[config.mk]
export PLATFORM = sky130hd
export DESIGN_NAME = nth_root_stream
export DESIGN_NICKNAME = d
export VERILOG_FILES = /design/src/rtl/nth_root_stream.sv
export SDC_FILE = /design/constraint.sdc
export NUM_CORES = 1
export LEC_CHECK = 0
export BUFFER_PORTS_ARGS = -buffer_cell sky130_fd_sc_hd__buf_2
export CORE_MARGIN = 2
export CORE_UTILIZATION = 41
export DETAILED_ROUTE_END_ITERATION = 7
export SYNTH_ARGS = -nofsm -noshare
export SYNTH_HDL_FRONTEND = slang
export SYNTH_SLANG_ARGS = --single-unit
[constraint.sdc]
create_clock -name clk -period 24.5 [get_ports clk]
set_clock_uncertainty 0.1 [all_clocks]
set_input_delay 3.675 -clock clk [delete_from_list [all_inputs] [get_ports clk]]
set_output_delay 3.675 -clock clk [all_outputs]
set_load 0.005 [all_outputs]
[src/rtl/nth_root_stream.sv]
// Streaming unsigned fixed-point n-th root: MSB-first guessing, with one truncating multiply per cycle
// used to raise each candidate to the n-th power. Valid/ready handshakes on both sides.
module nth_root_stream #(
    parameter int IN_W   = 10,
    parameter int FRAC_W = 10,
    parameter int EXP_W  = 3
) (
    input  logic                    clk,
    input  logic                    rst_n,
    input  logic                    in_valid,
    output logic                    in_ready,
    input  logic [IN_W-1:0]         in_x,
    input  logic [EXP_W-1:0]        in_n,
    output logic                    out_valid,
    input  logic                    out_ready,
    output logic [IN_W+FRAC_W-1:0]  out_data,
    output logic                    out_exact,
    output logic                    out_err
);
    localparam int OUT_W     = IN_W + FRAC_W;
    localparam int START_BIT = FRAC_W + (IN_W + 1) / 2 - 1;
    localparam int NBITS     = START_BIT + 1;
    localparam int BIT_W     = $clog2(NBITS);
    localparam int PROD_W    = 2 * OUT_W;

    typedef enum logic [2:0] {S_IDLE, S_SETUP, S_POW, S_CMP, S_DONE} state_t;

    state_t             state_q, state_n;
    logic [IN_W-1:0]    x_q, x_n;
    logic [EXP_W-1:0]   n_q, n_n, k_q, k_n;
    logic [OUT_W-1:0]   acc_q, acc_n, cand_q, cand_n, pow_q, pow_n;
    logic [BIT_W-1:0]   bit_q, bit_n;
    logic               abort_q, abort_n, exact_q, exact_n, err_q, err_n;

    logic [OUT_W-1:0]   x_full;
    logic [PROD_W-1:0]  prod, pow_next;
    logic [OUT_W-1:0]   acc_keep;
    logic [BIT_W-1:0]   bit_dec;
    logic               keep;

    // Radicand scaled into the result's Q format so candidate powers compare directly.
    assign x_full   = {x_q, {FRAC_W{1'b0}}};
    assign prod     = PROD_W'(pow_q) * PROD_W'(cand_q);
    assign pow_next = prod >> FRAC_W;
    assign keep     = !abort_q && (pow_q <= x_full);
    assign acc_keep = keep ? cand_q : acc_q;
    assign bit_dec  = bit_q - BIT_W'(1);

    always_comb begin
        // NOTE: every next-state variable gets a default first so no path infers a latch.
        state_n = state_q;
        x_n     = x_q;
        n_n     = n_q;
        k_n     = k_q;
        acc_n   = acc_q;
        cand_n  = cand_q;
        pow_n   = pow_q;
        bit_n   = bit_q;
        abort_n = abort_q;
        exact_n = exact_q;
        err_n   = err_q;
        case (state_q)
            S_IDLE: begin
                if (in_valid) begin
                    x_n     = in_x;
                    n_n     = in_n;
                    state_n = S_SETUP;
                end
            end
            S_SETUP: begin
                acc_n   = '0;
                bit_n   = BIT_W'(START_BIT);
                abort_n = 1'b0;
                exact_n = 1'b0;
                err_n   = 1'b0;
                if (n_q == '0) begin
                    err_n   = 1'b1;
                    state_n = S_DONE;
                end else if (n_q == EXP_W'(1)) begin
                    acc_n   = x_full;
                    exact_n = 1'b1;
                    state_n = S_DONE;
                end else if (x_q == '0) begin
                    exact_n = 1'b1;
                    state_n = S_DONE;
                end else begin
                    cand_n  = OUT_W'(1) << START_BIT;
                    pow_n   = OUT_W'(1) << START_BIT;
                    k_n     = EXP_W'(1);
                    state_n = S_POW;
                end
            end
            S_POW: begin
                k_n = k_q + EXP_W'(1);
                // Powers only grow once they pass X, so an overshoot settles the candidate.
                if (pow_next > PROD_W'(x_full)) begin
                    abort_n = 1'b1;
                    state_n = S_CMP;
                end else begin
                    pow_n = pow_next[OUT_W-1:0];
                    if (k_q + EXP_W'(1) == n_q) state_n = S_CMP;
                end
            end
            S_CMP: begin
                acc_n = acc_keep;
                if (keep && (pow_q == x_full)) begin
                    exact_n = 1'b1;
                    state_n = S_DONE;
                end else if (bit_q == '0) begin
                    state_n = S_DONE;
                end else begin
                    bit_n   = bit_dec;
                    cand_n  = acc_keep | (OUT_W'(1) << bit_dec);
                    pow_n   = acc_keep | (OUT_W'(1) << bit_dec);
                    k_n     = EXP_W'(1);
                    abort_n = 1'b0;
                    state_n = S_POW;
                end
            end
            S_DONE: begin
                if (out_ready) state_n = S_IDLE;
            end
            default: state_n = S_IDLE;
        endcase
    end

    always_ff @(posedge clk) begin
        // NOTE: state registers use non-blocking assignments so every flop samples pre-edge values.
        if (!rst_n) begin
            state_q <= S_IDLE;
            x_q     <= '0;
            n_q     <= '0;
            k_q     <= '0;
            acc_q   <= '0;
            cand_q  <= '0;
            pow_q   <= '0;
            bit_q   <= '0;
            abort_q <= 1'b0;
            exact_q <= 1'b0;
            err_q   <= 1'b0;
        end else begin
            state_q <= state_n;
            x_q     <= x_n;
            n_q     <= n_n;
            k_q     <= k_n;
            acc_q   <= acc_n;
            cand_q  <= cand_n;
            pow_q   <= pow_n;
            bit_q   <= bit_n;
            abort_q <= abort_n;
            exact_q <= exact_n;
            err_q   <= err_n;
        end
    end

    assign in_ready  = (state_q == S_IDLE);
    assign out_valid = (state_q == S_DONE);
    assign out_data  = out_valid ? acc_q : '0;
    assign out_exact = out_valid && exact_q;
    assign out_err   = out_valid && err_q;

endmodule

## Yosys cells after proc, flatten, opt, wreduce, memory -nomap -nowiden

Index checks and enable logic that the tools add are counted.

- Output and inout bits: 24
- Register bits: 86
- Input bits: 17

- Multiplexer cells: 42
- Reduce and logical (&&, ||, !) cells: 19
- Bitwise logic cells: 1
- Multiply operators: 1
- Equality and inequality tests: 18
- Order comparisons: 2
- Shift operators: 1
- Add/subtract/negate cells: 2

Operators by type and width:

| kind | count |
|---|---|
| two-way mux 20 bit | 10 |
| one-hot mux 20 bit (2 select lines) | 2 |
| one-hot mux 20 bit (3 select lines) | 1 |
| two-way mux 3 bit | 14 |
| multiplier 20 x 20 -> 40 bit | 1 |
| greater-than comparator 30 x 20 -> 1 bit | 1 |
| equality test 20 bit | 1 |
| less-or-equal comparator 20 bit | 1 |
| OR 20 bit | 1 |
| << shifter 1 x 4 -> 20 bit, first input constant | 1 |
| inequality test 2 bit, second input constant | 9 |
| one-hot mux 3 bit (5 select lines) | 1 |
| AND reduction 6 bit | 2 |
| logical NOT 10 bit | 1 |
| one-hot mux 3 bit (3 select lines) | 1 |
| two-way mux 1 bit | 8 |
| two-way mux 4 bit | 2 |
| one-hot mux 4 bit (2 select lines) | 1 |
| AND reduction 7 bit | 1 |
| equality test 3 x 1 -> 1 bit, second input constant | 2 |
| equality test 3 x 2 -> 1 bit, second input constant | 2 |
| logical NOT 3 bit | 2 |
| AND reduction 3 bit | 2 |
| logical AND 1 bit | 4 |
| other kinds (14) | 15 |

## Logic depth before layout (Yosys ltp)

Gate-level depths: netlist of run 1.

- Depth in word-level cells: 7
- Gate-level depth with buffers: 37

## Worst setup path after synthesis of run 1

No wires, ideal clock.

- Kind: register -> register
- Start: register cand_q[5]
- End: register pow_q[16]
- Clock period less this slack: 8.063 ns
- Cell stages (with the launch flop): 33
- Arrival: 7.842 ns
- Path slack: 16.437 ns
- Data required time: 24.279 ns
- Setup time: 0.121 ns
- Cell sequence: dfxtp_1 > clkbuf_1 > and2_1 > fa_1 > inv_1 > fa_1 > fa_1 > inv_1 > fa_1 > fa_1 > fa_1 > inv_1 > fa_1 > inv_1 > ha_1 > clkbuf_1 > a21oi_1 > o21ai_0 > a311o_1 > o22ai_1 > xnor2_1 > ha_1 > nor2b_1 > o21a_1 > o21a_1 > o211ai_1 > a21oi_1 > a211o_1 > a31oi_1 > o2111a_2 > a21oi_2 > buf_6 > mux2_4

- Cells in the longest elaborated chain, start to end: 4
- Elaborated cells on any way between the ends: 6

Ends and longest elaborated chain:

| element | line | text |
|---|---|---|
| from (decl) | 31 | `logic [OUT_W-1:0] acc_q, acc_n, cand_q, cand_n, pow_q, pow_n;` |
| from (signal assigned) | 147 | `cand_q <= cand_n;` |
| multiplier 20 x 20 -> 40 bit (*) | 43 | `assign prod = PROD_W'(pow_q) * PROD_W'(cand_q);` |
| greater-than comparator 30 x 20 -> 1 bit | 96 | `if (pow_next > PROD_W'(x_full)) begin` |
| inequality test 2 bit (no source line) | -- |  |
| AND reduction 7 bit (no source line) | -- |  |
| to (signal assigned) | 148 | `pow_q <= pow_n;` |
| to (decl) | 31 |  |

Mark *: on every way between the ends. The rest lies on a longest branch, timed or not. The select of a mux whose other input is x is not followed.
A chain may end at the register's enable or synchronous reset.

## Worst setup path after layout of run 1

- Start: register cand_q[7]
- End: register pow_q[0]

The elaborated chain is that of the path after synthesis.

==> summary.md, run 1 <==
| Metric | Value |
|---|---|
| Status | finished clean |
| Clock Tree Buf Depth | 2 |
| Residual DRC count | 0 |
| CTS hold repair buffers | 0 |
| Relative slew slack | 25.8% |
| TritonCTS clock tree | built |
| CTS Buf Count | 9 |
| Most frequent cells in the layout | inv_1 (388), nand2_1 (343), fa_1 (319) |
| Die ar. | 46600 µm² |
| Number of global-route vias before repair | 15.8k |
| RSZ-0062 raised after global routing | false |
| # IOs | 41 |
| Initial antenna violation count | 0 |
| Syn nets | around 2.7k |
| Layout overhead on the synthesized area | 5.55% |
| Commonest non-fill, non-tap cell in the layout | inv_1 |
| Postcts setup bufs | 0 |
| CP peak stage delay | approximately 1.1 ns |
| Top_reg_cell synth | dfxtp_1 |
| Initial Utilization | about two fifths |
| Sequential cell area fraction in the yosys report | under 10% |
| Met2 Usage GRT | between 30% and 40% |
| Nets | between 2k and 3k |
| Syn Inst Count | about 2.2k |
| Final WS setup | 15.28 ns |
| Count of warnings emitted by yosys | 0 |
| I/O Buffers | 40 |
| Pleak | a little under 10 nW |
| Die Span Y | 216 µm |
| Total global routing overflow | 0 |
| # setup viols final | 0 |
| Period minus WS final | just over 9 ns |
| Setup TNS | 0 ns |
| Post-Syn Area | approximately 18000 µm² |
| Root cell of the clock tree | clkbuf_16 |
| Power density cells | approximately 36 nW/µm² |
| CP Launch Type | flop |
| Max-cap violations | 0 |
| Critical Path Fanout Max | 23 |
| Max VDD drop | 0.0000939 V |
| Row count | slightly below 80 |
| Setup CP Type | flop to flop |
| Worst Hold Slack | around 0.36 ns |
| # H-tree levels | 3 |
| Detail Route Antenna Nets | 0 |
| Max-slew violations | 0 |
| CTS sink count | 86 |
| Final core utilization | 43.9% |
| Total GRT Usage | a little under a quarter |
| Vias per inst | roughly 5.4 |
| Crit path max-delay cell type | dfxtp_1 |
| Syn Area/Cell | around 8.4 µm² |
| Distinct cells, synth | around 70 |
| Final hold violations | 0 |
| Pwr Total | 0.000700 W |
| Core area | roughly 44000 µm² |
| Crit path top cell by count | fa_1 |
| CP Capture Type | flop |
| Clk slew on worst S/H paths | 0.06 ns |
| Async set or reset register ratio after synthesis | 0% |
| GR peak layer | met2 |
| Initial DRC Count | 925 |
| Post-CTS resize count | 0 |
| Fmax | between 100 and 150 MHz |
| Fin crit share | 37.6% |
| Post-Place Worst Slack | 15.41 ns |
| GPL Wtd Cong | between 0.9 and 1 |
| EDFF count, synth | 0 |
| Met1 Track Usage GR | a little under a third |
| Routed length per placed instance | 18.9 µm |
| Worst Tran Pin Value | about 1.1 ns |
| DP HPWL | between 40000 and 50000 µm |
| Largest net degree at the start of global routing | 52 |
| Routed via count | roughly 15k |
| Clk Latency, worst-skew pair | about 0.34 ns |
| DR pass1 iterations | 7 |
| Flops & latches, synth | 86 |
| Routed WL | around 52000 µm |
| Required @ worst endpoint | 24.62 ns |
| Critical path arrival | just over 9 ns |
| Hold WC Path Type | flop to flop |
| GR met3 Demand/Resource | between 2 and 3% |
| Layout cell share with drive strength beyond 1 | under 10% |
| Die Wd | ~220 µm |
| First-pass GRT wire length | 85800 µm |
-- final cells by class --
cell class	instances	area, µm²
clock inverters	4	95.1
repair buffers	76	470
fillers	4462	24800
inverters	389	1460
well taps	592	741
clock buffers	11	243
flip-flops and latches	86	1720
diodes	1	2.50
multi-input cells	1587	14700
-- path summary, 6_finish.rpt --
| path | from | to | slack, ns | cells past startpoint |
|---|---|---|---|---|
| max | cand_q[7] | pow_q[0] | 15.28 | 30 |
| max reg2reg | cand_q[7] | pow_q[0] | 15.28 | 30 |
| min | pow_q[4] | pow_q[4] | 0.36 | 2 |
| min reg2reg | pow_q[4] | pow_q[4] | 0.36 | 2 |
-- sequential cells by signal, summed over array words and instances, names as in the netlist --
| name | count |
|---|---|
| n_q | 3 |
| abort_q | 1 |
| exact_q | 1 |
| state_q | 3 |
| cand_q | 20 |
| k_q | 3 |
| x_q | 10 |
| pow_q | 20 |
| acc_q | 20 |
| bit_q | 4 |
| err_q | 1 |
-- synthesized netlist by cell type, types with 6 or more instances --
library cell | n | share of area, %
xnor2_1 | 22 | 1.0
o211ai_1 | 7 | 0.29
dfxtp_1 | 86 | 9.4
nand3_1 | 13 | 0.35
a21o_1 | 18 | 0.73
and4_1 | 6 | 0.29
mux2i_1 | 38 | 2.1
a21oi_1 | 87 | 2.4
and2_1 | 214 | 7.3
clkbuf_1 | 134 | 2.7
nor4_1 | 9 | 0.31
a22oi_1 | 12 | 0.49
o21ai_0 | 44 | 1.2
and3_1 | 30 | 1.0
xor2_1 | 12 | 0.57
a211oi_1 | 11 | 0.45
nor3_1 | 17 | 0.46
fa_1 | 319 | 35
nand2_1 | 343 | 7.0
inv_1 | 389 | 7.9
o21a_1 | 10 | 0.41
nor2_1 | 78 | 1.6
ha_1 | 176 | 12
nand4_1 | 26 | 0.88
a221oi_1 | 6 | 0.29
o21ai_1 | 11 | 0.30
-- stage by stage --
stage                     cells  cell area [µm²]
after global routing       2745            19400
final                      2746            19400
after global placement     2730            19100
after floorplan            2202            18400
after detailed placement   2730            19100
after CTS                  2745            19400
-- per-layer routing --
metal,share of wire [%],wire [µm]
met2,47,24400
met4,3.2,1640
met5,0,0
met3,5.8,3030
met1,44,22800
-- worst max-delay path: cells and delay by family (launching register included) --
kind                     cells  cell delay (ns)
multiplexers                 1             0.15
AO/OA/AOI/OAI               12             2.60
adder cells (fa/ha/maj)      9             4.05
XOR/XNOR                     1             0.19
AND/OR/NAND/NOR              2             0.39
buffers and inverters        5             0.53
flip-flops                   1             1.05
-- logic make-up after synthesis --
logic type | share of synthesized area (%)
AOI/OAI and AO/OA | 9.15
buffers and inverters | 10.8
muxes | 2.33
DFF | 9.36
xor gates and xnor gates | 1.62
and+or+nand+nor | 20.0
adders and majority gates | 46.7
-- power by group --
part,switching (W),internal (W)
logic,0.000233,0.000113
clock network,0.0000569,0.000102
registers,0.0000343,0.000161
No activity file was read; power rests on OpenSTA's default activity.
==> run 2, diff against run 1 <==
Settings changed: ABC_AREA set to 1.
Clock period 24.5 ns to 7.7 ns, I/O delays scaled along.
==> summary.md, run 2 <==
| Metric | Value |
|---|---|
| Row count | 79 (+2.6%) |
| Sw Share | 53.8% (+7.4 points) |
| Required @ worst endpoint | 7.86 ns (-16.76 ns) |
| Failing checks | negative setup slack |
| Final core utilization | 50.2% (+6.2 points) |
| DR pass1 iterations | 5 (-2) |
| Layout overhead on the synthesized area | 21.4% |
| Fin crit share | 102% (+64 points) |
| # setup viols final | 22 (+22) |
| First-pass GRT wire length | 99200 µm (+16%) |
| Design area | 23200 µm² (+19%) |
| GPL Wtd Cong | 0.964 (+1.8%) |
| Syn Area/Cell | 7.10 µm² (-15%) |
| Clk slew on worst S/H paths | 0.08 ns (+0.02 ns) |
| Detail Route Antenna Nets | 0 (unchanged) |
| Layout cell share with drive strength beyond 1 | 18.0% (+13 points) |
| Fillers | 4596 (+3.0%) |
| Residual DRC count | 0 (unchanged) |
| Hold WC Path Type | flop to flop |
| Placed Instance Area | 21800 µm² (+14%) |
| TritonCTS clock tree | built |
| # H-tree levels | 3 (unchanged) |
| I/O Buffers | 40 (unchanged) |
| # IOs | 41 (unchanged) |
| Sequential cell area fraction in the yosys report | 9.00% (-0.35 points) |
| Routed via count | 17.6k (+19%) |
| Power density cells | 304 nW/µm² (+740%) |
| Async set or reset register ratio after synthesis | 0% (unchanged) |
| Initial Utilization | 41.3% (-0.27 points) |
| Largest net degree at the start of global routing | 53 (+1.9%) |
| R2R cell count | 39 (+30%) |
| Initial DRC Count | 1194 (+29%) |
| Relative slew slack | 39.3% (+13 points) |
| Die Span Y | 220 µm (+1.9%) |
| Most frequent cells in the layout | inv_1 (726), nand2_1 (675), fa_1 (310) |
| Max-slew violations | 0 (unchanged) |
| DP HPWL | 51200 µm (+25%) |
| Mux contribution to synthesized area | 0% (-2.3 points) |
| Most common cell in the synthesized netlist | inv_1 |
| Reg-to-reg setup timing slack | -0.13 ns (-15.41 ns) |
| Fmax | 128 MHz (+18%) |
| Clock Tree Buf Depth | 2 (unchanged) |
| Initial antenna violation count | 0 (unchanged) |
| Critical path arrival | 8.00 ns (-1.34 ns) |
| Sequential Power Share | 11.7% (-16 points) |
| Non-Filler Instances | 3556 (+29%) |
| Post-Synth XOR/XNOR Area | 0.824% (-0.79 points) |
| CP Capture Type | flop |
| Setup CP Type | flop to flop |
| Final WS setup | -0.131 ns (-15.41 ns) |
| Max-cap violations | 0 (unchanged) |
| Top_reg_cell synth | dfxtp_1 |
| CTS sink count | 86 (unchanged) |
| Status | finished with violations |
| Core area | 46300 µm² (+4.6%) |
| Combinational Power Share | 81.5% (+32 points) |
| Synth cell count leaders | inv_1 (749), nand2_1 (701), fa_1 (319) |
| Routed length per placed instance | 17.4 µm (-8.0%) |
| CP peak stage delay | 0.59 ns (-0.46 ns) |
| Flops & latches, synth | 86 (unchanged) |
| Diodes inserted | 0 (-1) |
| Compound-gate portion of the synthesized area | 7.14% (-2.0 points) |
| Inst Count DP | 3492 (+28%) |
| Max VDD drop | 0.000196 V (+110%) |
| Routed WL | 61800 µm (+19%) |
| Clk network pwr share | 6.8% (-16 points) |
| Root cell of the clock tree | clkbuf_16 |
| CP Launch Type | flop |
| Clk Latency, worst-skew pair | 0.37 ns (+0.03 ns) |
| Hold Path Stages | 2 (unchanged) |
| CTS hold repair buffers | 0 (unchanged) |
| Largest family of logic cells by synthesized area | adder cells |
| Worst Hold Slack | 0.385 ns (+0.0215 ns) |
| EDFF count, synth | 0 (unchanged) |
| Period minus WS final | 7.83 ns (-1.39 ns) |
| Total GRT Usage | 26.8% (+3.6 points) |
| Count of warnings emitted by yosys | 0 (unchanged) |
| Critical Path Fanout Max | 7 (-70%) |
| Post-Syn Area | 19100 µm² (+3.9%) |
| Die Wd | 220 µm (+1.9%) |
| Largest regs | acc_q x20, cand_q x20, pow_q x20 |
| CTS Buf Count | 9 (unchanged) |
| Crit path top cell by count | buf_4 |
| Pwr Total | 0.00706 W (+910%) |
| Nets | 3456 (+30%) |
| RSZ-0062 raised after global routing | true |
| Syn nets | 3205 (+18%) |
| Syn Inst Count | 2693 (+22%) |
| Total global routing overflow | 0 (unchanged) |
| Largest area contributor in the netlist | fa_1 |
| Adder-Cell Fraction of Synth Area | 44.9% (-1.8 points) |
| Commonest non-fill, non-tap cell in the layout | inv_1 |
| Sw Pwr | 0.00380 W (+1100%) |
| Worst Tran Pin Value | 0.909 ns (-0.202 ns) |
| Crit path max-delay cell type | fa_1 |
| Number of global-route vias before repair | 18.2k (+15%) |
| Yosys top cell area share | 33.4% (-1.3 points) |
| Die ar. | 48400 µm² (+3.9%) |
| Vias per inst | 4.94 (-8.2%) |
| Synth top area cells | fa_1 (33%), inv_1 (15%), nand2_1 (14%), ha_1 (12%), dfxtp_1 (9.0%) |
| Int Power | 0.00327 W (+770%) |
| Post-synthesis simple-gate area fraction | 21.0% (+0.92 points) |
| Distinct cells, synth | 43 (-39%) |
| Pleak | 13.7 nW (+38%) |
| Final hold violations | 0 (unchanged) |
[run 2: worst paths after layout]
| path | endpoint | start |
|---|---|---|
| setup / recovery | pow_q[14] | cand_q[2] |
| hold / removal | acc_q[5] | acc_q[5] |
| setup reg to reg | pow_q[14] | cand_q[2] |
| hold reg to reg | acc_q[5] | acc_q[5] |
[run 2: stage by stage]
step           setup WS (ns)  setup TNS (ns)
3_3_place_gp          -0.580           -9.84
6_report              -0.131           -1.88
2_1_floorplan          0.322               0
5_1_grt               -0.456           -9.20
3_5_place_dp          -0.615          -11.05
4_1_cts               -0.103           -1.51
[run 2: logic make-up after synthesis]
logic type | Yosys count
AO/OA/AOI/OAI | 241
XOR/XNOR | 18
adder cells (fa/ha/maj) | 495
buffers and inverters | 863
flip-flops | 86
AND/OR/NAND/NOR | 990
[run 2: area by class of cell]
type                    instances  area, µm²  share of cell area [%]
clock buffers                   9        225                   0.970
inverters                     751       2820                    12.1
clock inverters                 7       77.6                   0.334
repair buffers                352       2870                    12.3
flip-flops and latches         86       1780                    7.67
multi-input cells            1744      14700                    63.3
well taps                     607        759                    3.27
[run 2: routing by layer]
metal / wire (µm) / vias to the layer above / global-route usage [%]
li1: - / 8381 / -
met1: 27300 / 8581 / 36.7
met2: 29400 / 522 / 44.8
met3: 3300 / 100 / 2.69
met4: 1820 / 0 / 7.79
met5: 0 / - / 0
[run 2: power groups by stage]
stage | Clock [W] | Sequential (W) | Combinational [W]
after CTS | 0.000482 | 0.000823 | 0.00548
after global routing | 0.000499 | 0.000843 | 0.00632
after global placement | 0 | 0.000816 | 0.00487
after floorplan | 0 | 0.000664 | 0.00299
after detailed placement | 0 | 0.000818 | 0.00489
final | 0.000477 | 0.000828 | 0.00576
[run 2: worst max-delay path: cells and delay by family (launching register included)]
family	cells	cell delay [ns]
fa+ha+maj	8	3.73
compound gates	4	0.61
flops	1	0.43
xor+xnor	1	0.21
buf+inv	21	2.22
simple gates	5	0.44
[run 2: repair_timing]
item                       in CTS  in global routing
setup endpoints to repair      22                 22
resized for setup             137                 62
setup buffers                  32                 15
pin swaps                      65                 62
gates cloned                    2                  1
